## src/rtl/q_learn_pkg.sv

```systemverilog
// Shared types and constants for the Q-learning maze scheduler.
package q_learn_pkg;

  localparam int STATE_W     = 6;
  localparam int NUM_STATES  = 37;
  localparam int NUM_ACTIONS = 4;
  // Wait cycles allowed for a datapath unit before the watchdog trips
  localparam int WD_LIMIT    = 255;

  typedef logic [STATE_W-1:0] maze_state_t;

  typedef enum logic [2:0] {
    IDLE      = 3'd0,
    WAIT_INIT = 3'd1,
    MAXQ      = 3'd2,
    UPDATE    = 3'd3,
    TRIAL     = 3'd4,
    CHECK     = 3'd5,
    DONE      = 3'd6
  } sched_state_t;

endpackage

```

## src/rtl/q_sched_watchdog.sv

```systemverilog
// Wait-cycle counter for the scheduler handshakes. expire is raised on the
// WD_LIMIT-th enabled cycle after the last clear, unless clear is active.
module q_sched_watchdog
  import q_learn_pkg::*;
(
  input  logic clk,
  input  logic rst,
  input  logic clear,
  input  logic enable,
  output logic expire
);

  logic [7:0] cnt_reg;

  // Count enabled cycles since the last clear, holding at all-ones
  always_ff @(posedge clk) begin
    if (rst || clear) begin
      cnt_reg <= 8'd0;
    end else if (enable && (cnt_reg != 8'hFF)) begin
      cnt_reg <= cnt_reg + 8'd1;
    end
  end

  assign expire = enable && !clear && (cnt_reg == 8'(WD_LIMIT - 1));

endmodule

```

## src/rtl/q_episode_sched.sv

```systemverilog
// Episode/step sequencer for the Q-learning maze engine. Drives the max-Q,
// Q-update and trial-move units through one-cycle go pulses and tracks the
// episode and step counters.
// Optional feature: define Q_SCHED_WATCHDOG_EN to bound every unit wait and
// report a sticky err on timeout; otherwise waits are unbounded and err is 0.
module q_episode_sched
  import q_learn_pkg::*;
#(
  parameter int N_EPISODES = 11,
  parameter int MAX_STEPS  = 64
) (
  input  logic               clk,
  input  logic               rst,
  input  logic               start,
  input  logic               init_done,
  input  logic [STATE_W-1:0] start_state,
  input  logic [STATE_W-1:0] target_state,
  output logic               maxq_go,
  output logic               update_go,
  output logic               trial_go,
  input  logic               maxq_done,
  input  logic               update_done,
  input  logic               trial_done,
  input  logic [STATE_W-1:0] trial_next,
  output logic [STATE_W-1:0] cur_state,
  output logic [7:0]         episode,
  output logic [7:0]         step,
  output logic               busy,
  output logic               learn_done,
  output logic               err
);

  if (N_EPISODES < 1 || N_EPISODES > 255 || MAX_STEPS < 1 || MAX_STEPS > 255) begin : g_bad_params
    $error("q_episode_sched: N_EPISODES and MAX_STEPS must be in 1..255");
  end

  localparam logic [8:0] N_EP_LIM  = 9'(N_EPISODES);
  localparam logic [8:0] STEP_LIM  = 9'(MAX_STEPS);

  sched_state_t state_reg;
  maze_state_t  cur_state_reg;
  maze_state_t  next_reg;
  logic [7:0]   episode_reg;
  logic [7:0]   step_reg;
  logic         maxq_go_reg;
  logic         update_go_reg;
  logic         trial_go_reg;
  logic         busy_reg;
  logic         learn_done_reg;

  logic         target_hit;
  logic         step_cap;
  logic         last_episode;
  logic [7:0]   episode_inc;
  logic [7:0]   step_inc;

  assign target_hit   = (next_reg == target_state);
  assign step_cap     = (({1'b0, step_reg} + 9'd1) == STEP_LIM);
  assign last_episode = (({1'b0, episode_reg} + 9'd1) == N_EP_LIM);
  assign episode_inc  = (episode_reg == 8'hFF) ? episode_reg : episode_reg + 8'd1;
  assign step_inc     = (step_reg == 8'hFF) ? step_reg : step_reg + 8'd1;

`ifdef Q_SCHED_WATCHDOG_EN
  logic wd_expire;
  logic in_wait;
  logic err_reg;

  assign in_wait = (state_reg == MAXQ) || (state_reg == UPDATE) || (state_reg == TRIAL);

  // Restart the count on every go pulse so each unit gets its own budget
  q_sched_watchdog u_watchdog (
    .clk    (clk),
    .rst    (rst),
    .clear  (!in_wait || maxq_go_reg || update_go_reg || trial_go_reg),
    .enable (in_wait),
    .expire (wd_expire)
  );

  assign err = err_reg;
`else
  assign err = 1'b0;
`endif

  // Main scheduler FSM; go pulses are asserted for the entry cycle only and a
  // done is honoured only in its own state after that entry cycle.
  always_ff @(posedge clk) begin
    if (rst) begin
      state_reg      <= IDLE;
      cur_state_reg  <= '0;
      next_reg       <= '0;
      episode_reg    <= 8'd0;
      step_reg       <= 8'd0;
      maxq_go_reg    <= 1'b0;
      update_go_reg  <= 1'b0;
      trial_go_reg   <= 1'b0;
      busy_reg       <= 1'b0;
      learn_done_reg <= 1'b0;
`ifdef Q_SCHED_WATCHDOG_EN
      err_reg        <= 1'b0;
`endif
    end else begin
      maxq_go_reg   <= 1'b0;
      update_go_reg <= 1'b0;
      trial_go_reg  <= 1'b0;
      case (state_reg)
        IDLE: begin
          if (start) begin
            state_reg <= WAIT_INIT;
            busy_reg  <= 1'b1;
          end
        end
        WAIT_INIT: begin
          if (init_done) begin
            state_reg     <= MAXQ;
            maxq_go_reg   <= 1'b1;
            cur_state_reg <= start_state;
            episode_reg   <= 8'd0;
            step_reg      <= 8'd0;
          end
        end
        MAXQ: begin
          if (maxq_done && !maxq_go_reg) begin
            state_reg     <= UPDATE;
            update_go_reg <= 1'b1;
          end
`ifdef Q_SCHED_WATCHDOG_EN
          else if (wd_expire) begin
            state_reg      <= DONE;
            busy_reg       <= 1'b0;
            learn_done_reg <= 1'b1;
            err_reg        <= 1'b1;
          end
`endif
        end
        UPDATE: begin
          if (update_done && !update_go_reg) begin
            state_reg    <= TRIAL;
            trial_go_reg <= 1'b1;
          end
`ifdef Q_SCHED_WATCHDOG_EN
          else if (wd_expire) begin
            state_reg      <= DONE;
            busy_reg       <= 1'b0;
            learn_done_reg <= 1'b1;
            err_reg        <= 1'b1;
          end
`endif
        end
        TRIAL: begin
          if (trial_done && !trial_go_reg) begin
            state_reg <= CHECK;
            next_reg  <= trial_next;
          end
`ifdef Q_SCHED_WATCHDOG_EN
          else if (wd_expire) begin
            state_reg      <= DONE;
            busy_reg       <= 1'b0;
            learn_done_reg <= 1'b1;
            err_reg        <= 1'b1;
          end
`endif
        end
        CHECK: begin
          // Target hit and step cap together still count as one episode end
          if (target_hit || step_cap) begin
            episode_reg   <= episode_inc;
            step_reg      <= 8'd0;
            cur_state_reg <= start_state;
            if (last_episode) begin
              state_reg      <= DONE;
              busy_reg       <= 1'b0;
              learn_done_reg <= 1'b1;
            end else begin
              state_reg   <= MAXQ;
              maxq_go_reg <= 1'b1;
            end
          end else begin
            cur_state_reg <= next_reg;
            step_reg      <= step_inc;
            state_reg     <= MAXQ;
            maxq_go_reg   <= 1'b1;
          end
        end
        DONE: begin
          if (start) begin
            state_reg      <= WAIT_INIT;
            busy_reg       <= 1'b1;
            learn_done_reg <= 1'b0;
`ifdef Q_SCHED_WATCHDOG_EN
            err_reg        <= 1'b0;
`endif
          end
        end
        default: begin
          state_reg <= IDLE;
          busy_reg  <= 1'b0;
        end
      endcase
    end
  end

  assign maxq_go    = maxq_go_reg;
  assign update_go  = update_go_reg;
  assign trial_go   = trial_go_reg;
  assign cur_state  = cur_state_reg;
  assign episode    = episode_reg;
  assign step       = step_reg;
  assign busy       = busy_reg;
  assign learn_done = learn_done_reg;

endmodule

```

## config.mk

```make
export PLATFORM = sky130hd
export DESIGN_NAME = q_episode_sched
export DESIGN_NICKNAME = d
export VERILOG_FILES = /design/src/rtl/q_learn_pkg.sv /design/src/rtl/q_sched_watchdog.sv /design/src/rtl/q_episode_sched.sv
export SDC_FILE = /design/constraint.sdc
export NUM_CORES = 1
export LEC_CHECK = 0
export ABC_CLOCK_PERIOD_IN_PS = 1980
export CORE_MARGIN = 4
export CORE_UTILIZATION = 25
export CTS_CLUSTER_DIAMETER = 80
export DETAILED_ROUTE_END_ITERATION = 12
export PLACE_DENSITY = 0.54
export SLEW_MARGIN = 20
export SYNTH_ARGS = -nofsm -noshare
export SYNTH_HDL_FRONTEND = slang
export SYNTH_SLANG_ARGS = --single-unit
```

## constraint.sdc

```tcl
create_clock -name clk -period 1.98 [get_ports clk]
set_input_delay 0.396 -clock clk [delete_from_list [all_inputs] [get_ports clk]]
set_output_delay 0.396 -clock clk [all_outputs]
set_load 0.02 [all_outputs]
```

==> results of run 1 <==
-- worst reg2reg max path: cells and delay by family, from the launching register on --
| kind | cells | cell delay, ns |
|---|---|---|
| muxes | 1 | 0.22 |
| and+or+nand+nor | 1 | 0.54 |
| DFF | 1 | 0.32 |
| buffers and inverters | 1 | 0.17 |
| AOI/OAI and AO/OA | 3 | 0.60 |
-- area by class of cell --
cell class | instances | area [um^2]
flip-flops and latches | 36 | 724.4
clock buffers | 6 | 82.58
well taps | 105 | 131.4
fillers | 833 | 4917
inverters | 7 | 26.28
repair buffers | 101 | 912.1
clock inverters | 2 | 10.01
multi-input cells | 179 | 1371
-- report_power, final --
group	internal [mW]	switching, mW
logic	0.319	0.349
registers	0.784	0.0343
clock network	0.278	0.287
-- cells in the mapped netlist (4+ instances only) --
cell / number / share of area, %
xor2_1: 6 / 2.5
a21oi_1: 16 / 3.8
nor2_1: 17 / 3.0
a31oi_1: 7 / 2.1
o21ai_0: 11 / 2.6
nor3_1: 10 / 2.4
buf_6: 4 / 2.1
and3_1: 6 / 1.8
inv_1: 7 / 1.3
nand3_1: 7 / 1.7
a41oi_1: 4 / 1.7
nor3b_1: 4 / 1.4
nand2_1: 14 / 2.5
dfxtp_1: 36 / 34
clkbuf_1: 10 / 1.8
nand4_1: 7 / 2.1
mux2i_1: 13 / 6.2
-- logic make-up after synthesis --
group	synth area share, %
buffers and inverters	7.160
flip-flops	34.37
AO/OA/AOI/OAI	23.81
AND/OR/NAND/NOR	23.57
other	0.1788
adder cells (fa/ha/maj)	1.790
multiplexers	6.205
XOR/XNOR	2.924
-- cell usage in the layout (no fill, tap or decap), types with 2 or more instances in the layout --
cell type,Yosys,routed
a211oi_1,2,2
nor3_1,10,10
ha_1,3,3
a32o_1,3,3
a41oi_2,0,2
mux2i_1,13,12
nor3b_1,4,4
clkbuf_8,1,6
nor2_1,17,15
a21oi_1,16,16
clkdlybuf4s50_1,0,45
nand3b_1,3,3
nand3_1,7,7
and3_1,6,5
clkinv_2,0,2
o2bb2ai_1,2,2
o21ai_1,1,2
buf_4,1,45
a221oi_4,0,2
xor2_2,0,6
nand2b_1,3,3
a211o_1,3,3
dfxtp_2,0,3
or2_2,2,2
nand2_1,14,13
nand4_1,7,7
a31oi_1,7,7
buf_6,4,5
o31ai_1,3,3
a41oi_1,4,2
dlymetal6s2s_1,0,4
dfxtp_1,36,33
inv_1,7,7
o21ai_0,11,10
dlygate4sd2_1,0,2
-- per-stage QoR --
stage / TNS (ns) / setup WS, ns
detailed placement: -10.28 / -0.5423
finish: 0 / 0.03047
global route: -0.01363 / -0.01021
floorplan: 0 / 0.01978
global placement: -9.358 / -0.4916
CTS: -0.01490 / -0.01355
-- worst max-delay path by stage --
stage	end	slack, ns	depth (start not counted)	start
after floorplan	episode[5]$_SDFFE_PP0P_	0.02	6	step[3]$_SDFFE_PP0P_
after global placement	cur_state[3]$_SDFFE_PP0P_	-0.49	7	target_state[1]
after detailed placement	cur_state[1]$_SDFFE_PP0P_	-0.54	7	target_state[5]
after CTS	episode[7]$_SDFFE_PP0P_	-0.01	7	step[4]$_SDFFE_PP0P_
after global routing	episode[5]$_SDFFE_PP0P_	-0.01	6	step[4]$_SDFFE_PP0P_
final	episode[5]$_SDFFE_PP0P_	0.03	6	step[4]$_SDFFE_PP0P_
-- per-layer routing --
layer | track usage [%] | up-vias
met4 | 3.151 | 0
li1 | - | 1085
met1 | 17.47 | 1037
met3 | 2.665 | 8
met5 | 0 | -
met2 | 20.51 | 47
-- what timing repair did --
item / in CTS / in global routing
hold buffers: 0 / 0
buffers inserted: 8 / 1
pin swaps: 12 / 6
resized for setup: 8 / 23
setup endpoints to repair: 21 / 22
gates cloned: 1 / 0
==> impl_metrics.tcl, run 1 <==
set metrics [dict create \
    async_reset_ff_share_pct 0 \
    dpl_cell_area_mm2 0.002960 \
    wl_per_cell_um 14.70 \
    synth-edff-count 0 \
    p_leak_nw 1.220 \
    syn_inst 238 \
    arrival_ns 2.15 \
    die-height_um 99.59 \
    holdCritPathClass "reg2reg" \
    whs_path_depth 2 \
    p_total_mw 2.051 \
    slowest_stage "or4b_4" \
    timing.rr.end "episode[5]$_SDFFE_PP0P_" \
    rsz0062_at_grt "yes" \
    cp_data_required_time_ns 2.18 \
    endpoint_kind "flip-flop" \
    powerDensity_mw_per_mm2 629.5 \
    yosysWarningCount 0 \
    cts_tree "done" \
    drt-total-wl_um 6411 \
    antenna_found_initial 0 \
    wl_met3_um 251 \
    finalNetCount 358 \
    fmax_ghz 0.5129 \
    path_clk_slew_ns 0.08 \
    yosys_most_used_dff "dfxtp_1" \
    path_buf_inv 1 \
    dp.final_hpwl_um 4617 \
    critPathLaunchType "flip-flop" \
    drcViolationCount 0 \
    synth_fp_nets 266 \
    finalSetupViolations 0 \
    grt_pass1_wl_um 10210 \
    maxCapViolCount 0 \
    overflow 0 \
    layout-drive-gt1-share_pct 28.10 \
    final_util_pct 39.85 \
    relSlewSlack_pct 63.86 \
    final_cells 436 \
    place_inst 421 \
    maxSlewViolCount 0 \
    synth_area_per_cell_um2 8.811 \
    post-route-period-util_pct 98.46 \
    tightest_slew_ns 0.5415 \
    fin_area_mm2 0.003258 \
    holdPathEnd "learn_done$_SDFFE_PP0P_" \
    cts_made_buffers 5 \
    layout_min_cycle_time_ns 1.950 \
    r2r-start "step[4]$_SDFFE_PP0P_" \
    firstDrtPassIters 4 \
    grt_start_max_net_pins 19 \
    via_per_inst 4.993 \
    area_growth_pct 55.37 \
    r2r_cells 6 \
    clockRootBuffer "clkbuf_8" \
    max-vdd-ir-drop_mv 0.2586 \
    critical-path-max-stage-delay_ns 0.54 \
    synth-seq-cells 36 \
    rows 33 \
    antenna_cells 0 \
    core-area_mm2 0.008175 \
    drt-met1-wl_um 2979 \
    io_pins 53 \
    syn-cell-area_mm2 0.002097 \
    path_cells "or4b_4, mux2i_4, a221oi_4, buf_4, o311a_1, a31o_1" \
    clk_latency_ns 0.30 \
    whs_ns 0.4867 \
    clock_sink_count 36 \
    min_from "learn_done$_SDFFE_PP0P_" \
    worstPathMaxFanout 6 \
    hold_viol 0 \
    status "finished clean" \
    r2r_slack_ns 0.03 \
    path_class "reg2reg" \
    synth_cell_type_count 59 \
    drt_iter0_markers 141 \
    track_usage_pct 12.76 \
    cts_buffer_depth 2 \
    globalplace.congestion 0.7704 \
    fp.dieW_um 99.59 \
    ys_seq_area_share_pct 34.37 \
    met2WireLength_um 3119 \
    skew_ns 0.008324 \
    routed.top_layer "met4" \
    die_area_mm2 0.009917 \
    path_delay_family "compound AO/OA/AOI/OAI gates" \
    vias 2177 \
    grt_pass1_vias 2018 \
    numPortBuffers 51 \
    final_antenna_net_count 0 \
    start_util_pct 25.65 \
    htreeDepth 2 \
]
Power figures use the tool's default switching activity.
==> inputs of run 2 (changes only) <==
CORE_MARGIN = 5   (was 4)
==> impl_metrics.tcl, run 2 (synthesis results as in run 1) <==
set metrics [dict create \
    rows 33 \
    die-height_um 101.6 \
    whs_path_depth 2 \
    layout-drive-gt1-share_pct 26.23 \
    dp.final_hpwl_um 4534 \
    grt_start_max_net_pins 19 \
    maxSlewViolCount 0 \
    track_usage_pct 11.97 \
    start_util_pct 25.65 \
    die_area_mm2 0.01032 \
    status "finished clean" \
    holdCritPathClass "reg2reg" \
    antenna_cells 0 \
    finalNetCount 351 \
    cts_made_buffers 5 \
    powerDensity_mw_per_mm2 666.5 \
    arrival_ns 2.16 \
    finalSetupViolations 0 \
    endpoint_kind "flip-flop" \
    worstPathMaxFanout 7 \
    r2r_slack_ns 0.006 \
    max-vdd-ir-drop_mv 0.2753 \
    path_class "reg2reg" \
    post-route-period-util_pct 99.70 \
    layout_min_cycle_time_ns 1.974 \
    globalplace.congestion 0.7987 \
    final_cell_mix "46 x clkdlybuf4s50_1, 37 x buf_4, 30 x dfxtp_1" \
    fmax_ghz 0.5066 \
    maxCapViolCount 0 \
    firstDrtPassIters 4 \
    hold_viol 0 \
    path_clk_slew_ns 0.08 \
    grt_pass1_vias 1988 \
    setup_tns_ns 0 \
    core-area_mm2 0.008175 \
    htreeDepth 2 \
    grt_pass1_wl_um 9942 \
    final_antenna_net_count 0 \
    cts_buffer_depth 2 \
    p_total_mw 2.135 \
    drt-total-wl_um 6172 \
    numPortBuffers 51 \
    drcViolationCount 0 \
    skew_ns 0.008274 \
    layout_commonest_cell "clkdlybuf4s50_1" \
    r2r-start "step[4]$_SDFFE_PP0P_" \
    r2r_cells 7 \
    cp_data_required_time_ns 2.17 \
    io_pins 53 \
    holdPathEnd "learn_done$_SDFFE_PP0P_" \
    clock_sink_count 36 \
    wl_per_cell_um 14.39 \
    critPathLaunchType "flip-flop" \
    clockRootBuffer "clkbuf_8" \
    min_from "learn_done$_SDFFE_PP0P_" \
    vias 2094 \
    timing.rr.end "episode[3]$_SDFFE_PP0P_" \
    fp.dieW_um 101.6 \
    overflow 0 \
    p_leak_nw 1.194 \
    via_per_inst 4.881 \
    antenna_found_initial 0 \
    area_growth_pct 52.74 \
    drt_iter0_markers 82 \
    rsz0062_at_grt "yes" \
    cts_tree "done" \
    clk_latency_ns 0.29 \
]
run 2: cell types whose count changed in the layout (fill, tap and decap cells not counted), moves of 2 or more:
cell           previous run  this run
dlygate4sd2_1             2         0
dfxtp_1                  33        30
xor2_2                    6         4
xor2_1                    0         2
dfxtp_2                   3         6
buf_4                    45        37
run 2: layout make-up:
| type | instances | area [um^2] |
|---|---|---|
| clock buffer | 6 | 72.57 |
| clock inverter | 2 | 35.03 |
| fill | 865 | 4972 |
| inverter | 7 | 26.28 |
| multi-input combinational | 179 | 1341 |
| sequential | 36 | 728.2 |
| tap | 105 | 131.4 |
| timing repair buffer | 94 | 868.3 |
run 2: per-stage QoR:
| stage | util [%] | hold slack (ns) | setup WS, ns | cells | cell area, um^2 |
|---|---|---|---|---|---|
| 6_report | 39.18 | 0.4825 | 0.005880 | 429 | 3203 |
| 3_5_place_dp | 35.75 | 0.4718 | -0.4015 | 416 | 2923 |
| 3_3_place_gp | 35.75 | 0.4747 | -0.3630 | 416 | 2923 |
| 2_1_floorplan | - | 0.5029 | 0.01978 | 238 | 2101 |
| 4_1_cts | 37.47 | 0.4863 | -0.06518 | 425 | 3063 |
| 5_1_grt | 39.18 | 0.5127 | -0.07952 | 429 | 3203 |
run 2: how the worst max path moves through the flow:
stage                                    start                      end  slack, ns  depth (start not counted)
after CTS                      target_state[4]  episode[3]$_SDFFE_PP0P_      -0.07                          7
after global placement         target_state[5]     step[4]$_SDFFE_PP0P_      -0.36                          7
after detailed placement       target_state[0]     step[4]$_SDFFE_PP0P_      -0.40                          7
after floorplan           step[3]$_SDFFE_PP0P_  episode[5]$_SDFFE_PP0P_       0.02                          6
after global routing      step[4]$_SDFFE_PP0P_  episode[3]$_SDFFE_PP0P_      -0.08                          7
final                     step[4]$_SDFFE_PP0P_  episode[3]$_SDFFE_PP0P_      0.006                          7
run 2: per-layer routing:
| layer | share of wire (%) | vias up | GRT usage, % |
|---|---|---|---|
| met1 | 46 | 987 | 16.39 |
| met2 | 51 | 33 | 19.67 |
| met5 | 0 | - | 0 |
| met3 | 3.5 | 2 | 2.686 |
| li1 | - | 1072 | - |
| met4 | 0.29 | 0 | 1.840 |
run 2: critical path, cell delays in order, from the launching register on:
cell and delay [ns]:
dfxtp_2 0.33, or4b_1 0.50, mux2i_1 0.14, buf_4 0.16
a221oi_4 0.11, buf_6 0.17, a211o_1 0.26, a32o_1 0.21
run 2: repair_timing:
item,CTS,global route
endpoints found under the setup margin,18,20
pin swaps,3,19
gates resized for setup,2,27
setup buffers,0,3
gates cloned,1,1
hold buffers,0,0
run 2: power by group:
part | leakage, nW | internal (mW) | switching, mW
Clock | 0.0552 | 0.374 | 0.272
Sequential | 0.294 | 0.784 | 0.0327
Combinational | 0.844 | 0.318 | 0.354
Total | 1.19 | 1.48 | 0.658
==> inputs of run 3 (changes only) <==
ABC_AREA = 1   (was default)
ABC_CLOCK_PERIOD_IN_PS = default   (was 1980)
CORE_UTILIZATION = 45   (was 25)
PLACE_DENSITY = 0.82   (was 0.54)
==> impl_metrics.tcl, run 3 <==
set metrics [dict create \
    path_clk_slew_ns 0.07 \
    final_antenna_net_count 0 \
    maxSlewViolCount 0 \
    synthAdderAreaFrac_pct 1.692 \
    worstPathMaxFanout 10 \
    finalNetCount 443 \
    firstDrtPassIters 5 \
    yosys_most_used_dff "dfxtp_1" \
    final_cell_mix "71 x nor2_1, 67 x nand2_1, 51 x clkdlybuf4s50_1" \
    synth_area_leader_cell "dfxtp_1" \
    max-vdd-ir-drop_mv 0.7495 \
    path_cells "ha_1, nand2_1, inv_2, nand2_1, nand2_1, nor2_4, nand3_4, nand3_4, nand2_8, o21ai_0, nor2_1" \
    wl_per_cell_um 11.92 \
    drcViolationCount 0 \
    io_pins 53 \
    slowest_stage "dfxtp_2" \
    critical-path-max-stage-delay_ns 0.35 \
    overflow 0 \
    cts_buffer_depth 2 \
    fp.dieW_um 80.21 \
    clockRootBuffer "clkbuf_8" \
    dp.final_hpwl_um 4310 \
    post-route-period-util_pct 93.38 \
    status "finished clean" \
    endpoint_kind "flip-flop" \
    synth-seq-cells 36 \
    whs_ns 0.4741 \
    use_met2_pct 30.05 \
    start_util_pct 46.66 \
    antenna_found_initial 0 \
    synth_top_family_by_area "simple AND/OR/NAND/NOR gates" \
    ys_seq_area_share_pct 32.49 \
    yosysTopAreaCellShare_pct 32.49 \
    track_usage_pct 18.45 \
    powerDensity_mw_per_mm2 1164 \
    dpl_cell_area_mm2 0.002858 \
    synth-edff-count 0 \
    place_inst 469 \
    core-area_mm2 0.004755 \
    die_area_mm2 0.006434 \
    cts_tree "done" \
    grtUsageMet1_pct 24.17 \
    numPortBuffers 51 \
    synth.most_common_cell "nor2_1" \
    clock_sink_count 36 \
    p_leak_nw 1.294 \
    synth_cell_type_count 34 \
    fmax_ghz 0.5409 \
    skew_ns 0.006726 \
    rows 25 \
    setup_tns_ns 0 \
    layout_min_cycle_time_ns 1.849 \
    cpMostUsedCell "nand2_1" \
    async_reset_ff_share_pct 0 \
    critPathLaunchType "flip-flop" \
    arrival_ns 2.03 \
    drt_iter0_markers 167 \
    final_util_pct 63.21 \
    grt_pass1_vias 2215 \
    fin_area_mm2 0.003005 \
    setup_ws_ns 0.1312 \
    synth-simple-area-share_pct 40.38 \
    synth_compound_area_share_pct 12.13 \
    p_total_mw 3.498 \
    via_per_inst 5.021 \
    drt-total-wl_um 5746 \
    top_usage_layer "met2" \
    grt_pass1_wl_um 9673 \
    layout-drive-gt1-share_pct 12.05 \
    synthTopCellsByArea "dfxtp_1 32%, nor2_1 12%, nand2_1 11%, inv_1 6.8%, nand3_1 5.4%" \
    syn_inst 347 \
    htreeDepth 2 \
    layout_commonest_cell "nor2_1" \
    yosysWarningCount 0 \
    finalSetupViolations 0 \
    cts_made_buffers 5 \
    path_class "reg2reg" \
    vias 2420 \
    antenna_cells 0 \
    synth_fp_nets 375 \
    die-height_um 80.21 \
    area_growth_pct 35.48 \
    synth_xor_area_share_pct 1.974 \
    yosys-top-cells-count "71 x nor2_1, 67 x nand2_1, 40 x inv_1" \
    globalplace.congestion 0.8830 \
    grt_util_met3_pct 4.148 \
    cp_data_required_time_ns 2.16 \
    synthMuxAreaShare_pct 0 \
    holdCritPathClass "reg2reg" \
    cts_hold_buf 0 \
    syn-cell-area_mm2 0.002218 \
    final_cells 482 \
    grt_start_max_net_pins 25 \
    post-place-ws_ns -0.09918 \
    maxCapViolCount 0 \
    hold_viol 0 \
    clk_latency_ns 0.29 \
    synth_area_per_cell_um2 6.393 \
]
run 3: metal layers:
metal	share of wire, %	up-vias
li1	-	1248
met1	46	1073
met2	47	93
met3	6.3	6
met4	1.0	0
met5	0	-
run 3: final timing paths:
path / startpoint / slack, ns / depth (start not counted) / end
setup / recovery: step[1]$_SDFFE_PP0P_ / 0.13 / 11 / episode[5]$_SDFFE_PP0P_
hold / removal: learn_done$_SDFFE_PP0P_ / 0.47 / 2 / learn_done$_SDFFE_PP0P_
setup reg to reg: step[1]$_SDFFE_PP0P_ / 0.13 / 11 / episode[5]$_SDFFE_PP0P_
hold reg to reg: learn_done$_SDFFE_PP0P_ / 0.47 / 2 / learn_done$_SDFFE_PP0P_
run 3: logic make-up (layout without fill, tap and decap cells):
family                     count (synthesis)  count (layout)
xor gates and xnor gates                   5               5
AOI/OAI and AO/OA                         49              49
and+or+nand+nor                          195             197
buffers and inverters                     58             124
DFF                                       36              36
adders and majority gates                  3               3
other                                      1               1
run 3: repair_timing:
item / 4_1_cts / 5_1_grt
endpoints found under the setup margin: 0 / 20
gates resized for setup: 0 / 7
setup buffers: 0 / 4
run 3: worst max-delay path, delay by kind of cell (launching register included):
kind	cells	cell delay, ns
buf+inv	1	0.07
flops	1	0.35
fa+ha+maj	1	0.19
simple gates	8	0.92
compound gates	1	0.21
run 3: layout make-up:
type | count | area, um^2
clock buffer | 6 | 72.57
inverter | 47 | 180.2
tap | 67 | 83.83
timing repair buffer | 70 | 653.1
multi-input combinational | 255 | 1289
clock inverter | 1 | 5.005
fill | 452 | 1749
sequential | 36 | 721.9
run 3: report_power, final:
| group | total (mW) | leakage [nW] | internal (mW) | switching (mW) |
|---|---|---|---|---|
| registers | 1.16 | 0.294 | 0.933 | 0.232 |
| logic | 1.84 | 0.958 | 0.782 | 1.06 |
| clock network | 0.494 | 0.0410 | 0.239 | 0.255 |
| total | 3.50 | 1.29 | 1.95 | 1.54 |
